`config.mk`:
```
export PLATFORM = sky130hd
export DESIGN_NAME = sum_accumulator
export DESIGN_NICKNAME = d
export VERILOG_FILES = /design/src/rtl/sum_accumulator.sv
export SDC_FILE = /design/constraint.sdc
export NUM_CORES = 1
export LEC_CHECK = 0
export BUFFER_PORTS_ARGS = -buffer_cell sky130_fd_sc_hd__buf_2
export CAP_MARGIN = 20
export CORE_UTILIZATION = 50
export CTS_CLUSTER_DIAMETER = 30
export DETAILED_ROUTE_END_ITERATION = 10
export HOLD_SLACK_MARGIN = 0.15
export PLACE_DENSITY = 0.71
export SLEW_MARGIN = 20
export SYNTH_ARGS = -nofsm -noshare
export SYNTH_HDL_FRONTEND = slang
export SYNTH_SLANG_ARGS = --single-unit
```
`constraint.sdc`:
```
create_clock -name clk -period 5.15 [get_ports clk]
set_input_delay 0.515 -clock clk [delete_from_list [all_inputs] [get_ports clk]]
set_output_delay 0.515 -clock clk [all_outputs]
set_load 0.05 [all_outputs]
```
`src/rtl/sum_accumulator.sv`:
```
// Sums COUNT unsigned beats (or a shorter flushed block) and holds the block total,
// beat count and sticky overflow on a valid/ready output until it is accepted.
module sum_accumulator #(
    parameter int unsigned WIDTH     = 16,
    parameter int unsigned COUNT     = 4,
    parameter int unsigned ACC_WIDTH = 20
) (
    input  logic                 clk,
    input  logic                 rst_n,
    input  logic                 in_valid,
    output logic                 in_ready,
    input  logic [WIDTH-1:0]     in_data,
    input  logic                 flush,
    output logic                 out_valid,
    input  logic                 out_ready,
    output logic [ACC_WIDTH-1:0] out_sum,
    output logic [7:0]           out_cnt,
    output logic                 out_ovf
);

    localparam int unsigned AddWidth = ACC_WIDTH + 1;

    typedef enum logic {StAccum, StHold} state_e;

    state_e                 r_state;
    logic [ACC_WIDTH-1:0]   r_acc;
    logic [7:0]             r_cnt;
    logic                   r_ovf;
    logic [ACC_WIDTH-1:0]   r_out_sum;
    logic [7:0]             r_out_cnt;
    logic                   r_out_ovf;

    logic                   w_beat;
    logic [AddWidth-1:0]    w_add;
    logic [ACC_WIDTH-1:0]   w_acc_nxt;
    logic                   w_ovf_nxt;
    logic [7:0]             w_cnt_nxt;
    logic                   w_close;

    // Handshake signals depend on the state register only, so out_ready never reaches in_ready.
    assign in_ready  = (r_state == StAccum);
    assign out_valid = (r_state == StHold);
    assign out_sum   = r_out_sum;
    assign out_cnt   = r_out_cnt;
    assign out_ovf   = r_out_ovf;

    assign w_beat    = in_valid & in_ready;
    assign w_add     = {1'b0, r_acc} + AddWidth'(in_data);
    assign w_acc_nxt = w_beat ? w_add[ACC_WIDTH-1:0] : r_acc;
    assign w_ovf_nxt = r_ovf | (w_beat & w_add[ACC_WIDTH]);
    assign w_cnt_nxt = r_cnt + {7'd0, w_beat};
    // A flush closes the block only when it holds at least one beat, including this cycle's.
    assign w_close   = (w_beat && (w_cnt_nxt == 8'(COUNT))) || (flush && (w_cnt_nxt != 8'd0));

    always_ff @(posedge clk or negedge rst_n) begin
        if (!rst_n) begin
            r_state   <= StAccum;
            r_acc     <= '0;
            r_cnt     <= 8'd0;
            r_ovf     <= 1'b0;
            r_out_sum <= '0;
            r_out_cnt <= 8'd0;
            r_out_ovf <= 1'b0;
        end else begin
            unique case (r_state)
                StAccum: begin
                    if (w_close) begin
                        r_out_sum <= w_acc_nxt;
                        r_out_cnt <= w_cnt_nxt;
                        r_out_ovf <= w_ovf_nxt;
                        r_acc     <= '0;
                        r_cnt     <= 8'd0;
                        r_ovf     <= 1'b0;
                        r_state   <= StHold;
                    end else begin
                        r_acc <= w_acc_nxt;
                        r_cnt <= w_cnt_nxt;
                        r_ovf <= w_ovf_nxt;
                    end
                end
                StHold: begin
                    if (out_ready) begin
                        r_state <= StAccum;
                    end
                end
                default: r_state <= StAccum;
            endcase
        end
    end

endmodule

```
Word-level counts from Yosys, hierarchy flattened:

Index checks and enable logic that the tools add are counted.

* flip-flop bits (word level): 59
* input bits: 21
* output and inout bits: 31
* word-level logic and storage cells: 26

* add/sub/neg operators: 2
* equality and inequality tests: 1
* muxes and demuxes: 7
* bitwise operators: 4
* reduce and logical (&&, ||, !) cells: 5

Operators by type and width (number)
* 20-bit 2-to-1 mux: 2
* 20-bit by 16-bit adder with 21-bit output: 1
* 8-bit by 1-bit adder with 8-bit output: 1
* 8-bit by 3-bit == test with 1-bit output (second input constant): 1
* 8-bit 2-to-1 mux: 1
* 8-bit nonzero test: 1
* 1-bit 2-to-1 mux: 3
* 1-bit AND: 2
* 1-bit logical AND: 2
* 1-bit one-hot mux with 2 select lines: 1
* 2-bit AND reduction: 1
* 1-bit logical OR: 1
* 1-bit NOT: 1
* 1-bit bitwise OR: 1

Longest topological paths before layout:

* depth after elaboration: 8
* depth in mapped cells: 15
* mapped depth without buffers: 12

Worst setup path after synthesis:

Ideal clock, no wire load.

* path kind: register to register
* from: reg r_state, in the netlist out_valid
* to: reg r_out_cnt[0], in the netlist out_cnt[0]
* library setup time: 125 ps
* data arrival time: 3814 ps
* required time: 5025 ps
* slack: 1212 ps
* stages on the path, launching flop included: 14
* path buffers: 3
* clock period less this slack: 3938 ps
* cells stage by stage: dfrtp_1 inv_1 nand2_1 inv_1 clkbuf_1 buf_2 ha_1 ha_1 and3_1 a31oi_1 a2111oi_4 o211a_4 buf_8 mux2_2

* longest elaborated chain between the ends: 7
* elaborated cells on any way between the ends: 9
* those cells by class: add/sub: 1; eq/ne: 1; bitwise: 2; reduce/logical: 5

RTL lines
* start: declaration: RTL line 25 `state_e r_state;`
* start signal: assignment: RTL line 57 `r_state <= StAccum;`
* start signal: assignment: RTL line 74 `r_state <= StHold;`
* start signal: assignment: RTL line 83 `r_state <= StAccum;`
* 1-bit NOT (no line) (*)
* via in_ready: RTL line 11 `output logic in_ready,`
* 1-bit AND: RTL line 47 `assign w_beat = in_valid & in_ready;`
* 8-bit by 1-bit adder with 8-bit output: RTL line 51 `assign w_cnt_nxt = r_cnt + {7'd0, w_beat};`
* 8-bit by 3-bit == test with 1-bit output / 8-bit nonzero test (equally long branches): RTL line 53 `assign w_close = (w_beat && (w_cnt_nxt == 8'(COUNT))) || (flush && (w_cnt_nxt != 8'd0));`
* 1-bit logical AND: RTL line 53
* 1-bit logical OR: RTL line 53
* 2-bit AND reduction (no line)
* end signal: assignment: RTL line 69 `r_out_cnt <= w_cnt_nxt;`
* end: declaration: RTL line 30 `logic [7:0] r_out_cnt;`

The timed path passes the listed nets; every way through them passes the cells marked *.
A chain may end at the register's enable or synchronous reset.

Final worst setup path:

* from: reg r_state, in the netlist out_valid
* to: reg r_out_cnt[0], in the netlist out_cnt[0]

* longest elaborated chain between the ends: 7
* elaborated cells on any way between the ends: 9
* those cells by class: add/sub: 1; eq/ne: 1; bitwise: 2; reduce/logical: 5

RTL lines (RTL line)
* 1-bit NOT (no line) (*)
* 1-bit AND: 47
* 8-bit by 1-bit adder with 8-bit output: 51
* 8-bit by 3-bit == test with 1-bit output / 8-bit nonzero test (equally long branches): 53
* 1-bit logical AND: 53
* 1-bit logical OR: 53
* 2-bit AND reduction (no line)

Every way passes the cells marked *; elsewhere a longest branch is shown, timed or not.

==> metrics <==
cts hold-fix bufs 0; most common cell after layout, fill and taps aside dfrtp_1; RSZ-0062 raised after global routing no; Synth Area in Compound Gates between 20% and 30%; Cell Pwr Density 644.4 mW/mm²; XOR/XNOR share of the synthesized area 6.493%; CTS root buf clkbuf_8; antenna violations before repair 0; commonest non-fill, non-tap cells in the layout dfrtp_1 (59), buf_2 (51), nand2_1 (48); slew at the pin closest to its max-slew limit 740.5 ps; vias in the first global route 2863; Worst EP arrival between 4000 and 5000 ps; Max rail drop VDD 256.7 µV; Total GRT Usage roughly 24%; post-CTS sizing 0; proportion of layout cells with a drive suffix above 1 20.19%; first-pass GRT wire length 13620 µm; Iteration-0 DRC Markers 222; Placement Rows 30; Clock transition at path regs 70 ps; dpl hpwl 5447 µm; Adder-Cell Fraction of Synth Area under 10%; Port Buffers 51; H-tree Lvls 3; Required @ worst endpoint 5380 ps; CTS tree built; crit path time final roughly 3800 ps; Post-synth EDFFs 0; dpl cells 506; via count a little under 3000; max frequency 264.5 MHz; fin. max-slew vios 0; post-detailed-route count of antenna-violating nets 0; WS Path Type register to register; core area 0.006794 mm²; combinational family with the most area after synthesis compound AO/OA/AOI/OAI gates; sequential area share after synthesis a little over two fifths; final non-filler cell total 522; gr ovfl total 0; Wirelength per Cell 15.43 µm; hold slack 307.4 ps; max-cap violations 0; period utilisation layout 73.41%; fraction of registers with async set/reset 100.0%; pin count of the biggest net entering global routing 60; mux contribution to synthesized area 1.819%; die extent in y approximately 86 µm; # IOs 52; number of library cell types mapped by synthesis 59; cts bufs inserted 9; Setup Skew 7.347 ps; synth warn 0; Synth Register Bits 59; final net count 461; # clock sinks around 60; area of the die 0.007353 mm²; Syn-to-layout area delta 13.31%; post-route cell area 0.003974 mm²; Slew headroom 50.64%; Clk Latency, worst-skew pair 350 ps; syn avg cell area 9.352 µm²; GP Congestion 0.8862; final setup fails 0; # DRC 0; Startpoint Class register; Die X 85.75 µm; Placed Area 0.003780 mm²; cell family with most CP delay compound AO/OA/AOI/OAI gates; Netlist Area Pre-Place 0.003507 mm²; CP bufs+invs 2; Hold WC Path Type primary input to asynchronous set/reset pin; crit-path max FO 59; Diodes inserted 0; setup_tns 0 ps; Vias/cell 5.657; Post-Synth Simple-Gate Area 15.31%; Clock Path Buffers 2; status finished clean; Hold Vio Cnt, Final 0; Cells after Synth 375; CP Cell Sequence inv_1 -> nand2_1 -> inv_1 -> ha_1 -> ha_1 -> and3_1 -> a31oi_1 -> a211o_1 -> o211a_4 -> mux2_2; slowest cell delay on critical path between 800 and 900 ps; Pleak around 1.9 nW; CP Capture Type register; Pre-antenna DRT Iters 5; initial core utilization 51.62%; syn_nets a little over 400; # Post-CTS Setup Buffers 0; DRT Wirelength 8052 µm; predominant post-synthesis flop cell dfrtp_1; Max stage delay cell, worst path dfrtp_1
Yosys cell counts, types with 6 or more instances:
library cell | instances | area, µm²
and3_1 | 8 | 50.05
nor2_1 | 33 | 123.9
nand2_1 | 48 | 180.2
o21ai_0 | 28 | 140.1
xor2_1 | 6 | 52.55
inv_1 | 9 | 33.78
a21oi_1 | 33 | 165.2
buf_2 | 6 | 30.03
nand3_1 | 7 | 35.03
ha_1 | 18 | 225.2
clkbuf_1 | 6 | 22.52
xnor2_1 | 20 | 175.2
a22o_1 | 7 | 61.31
dfrtp_1 | 59 | 1476
a31oi_1 | 16 | 100.1
final timing paths:
kind / start / to / slack, ps / cells after the start
min: rst_n / r_cnt[7] / 310 / 2
min reg2reg: out_sum[19] / out_sum[19] / 510 / 1
max in group asynchronous: rst_n / out_sum[15] / 4350 / 2
min in group clk: out_ready / out_valid / 340 / 2
max reg2reg: out_valid / out_cnt[0] / 1370 / 10
max: out_valid / out_cnt[0] / 1370 / 10
worst register-to-register path, delay by kind of cell, from the launching register on:
family | cells | cell delay [ps]
AO/OA/AOI/OAI | 3 | 1280
flip-flops | 1 | 820
multiplexers | 1 | 410
buffers and inverters | 2 | 340
adder cells (fa/ha/maj) | 2 | 470
AND/OR/NAND/NOR | 2 | 350
area by class of cell:
class / count / area [µm²]
fill: 620 / 2820
tap: 96 / 120.1
inverter: 9 / 33.78
clock buffer: 11 / 141.4
sequential: 59 / 1476
multi-input combinational: 288 / 1872
clock inverter: 5 / 52.55
timing repair buffer: 54 / 277.8
logic make-up after synthesis:
logic type / after synthesis
AO/OA/AOI/OAI: 120
XOR/XNOR: 26
adder cells (fa/ha/maj): 19
buffers and inverters: 28
flip-flops: 59
multiplexers: 6
AND/OR/NAND/NOR: 117
flip-flops by register name (all words and copies together) (netlist names):
| signal | count |
|---|---|
| out_cnt | 8 |
| out_ovf | 1 |
| out_sum | 20 |
| out_valid | 1 |
| r_acc | 20 |
| r_cnt | 8 |
| r_ovf | 1 |
power breakdown:
| group | internal [W] | switching [W] |
|---|---|---|
| Sequential | 0.000626 | 0.000122 |
| Clock | 0.000234 | 0.000189 |
| Combinational | 0.000417 | 0.000973 |
| Total | 0.00128 | 0.00128 |
layer usage:
layer  vias up  part of all wire, %  track usage, %
li1       1443                    -               -
met1      1413                   48           33.13
met2        84                   46           36.73
met3        13                  5.0           5.871
met4         0                  1.7           9.394
met5         -                    0               0
per-stage QoR:
stage               worst slack, ps  util, %  total power (W)
floorplan                      1212        -         0.001870
global placement               1494    55.64         0.002113
detailed placement             1381    55.64         0.002142
CTS                            1371    58.49         0.002571
global route                   1074    58.49         0.002726
finish                         1369    58.49         0.002561
(Power assumes the default switching activity.)
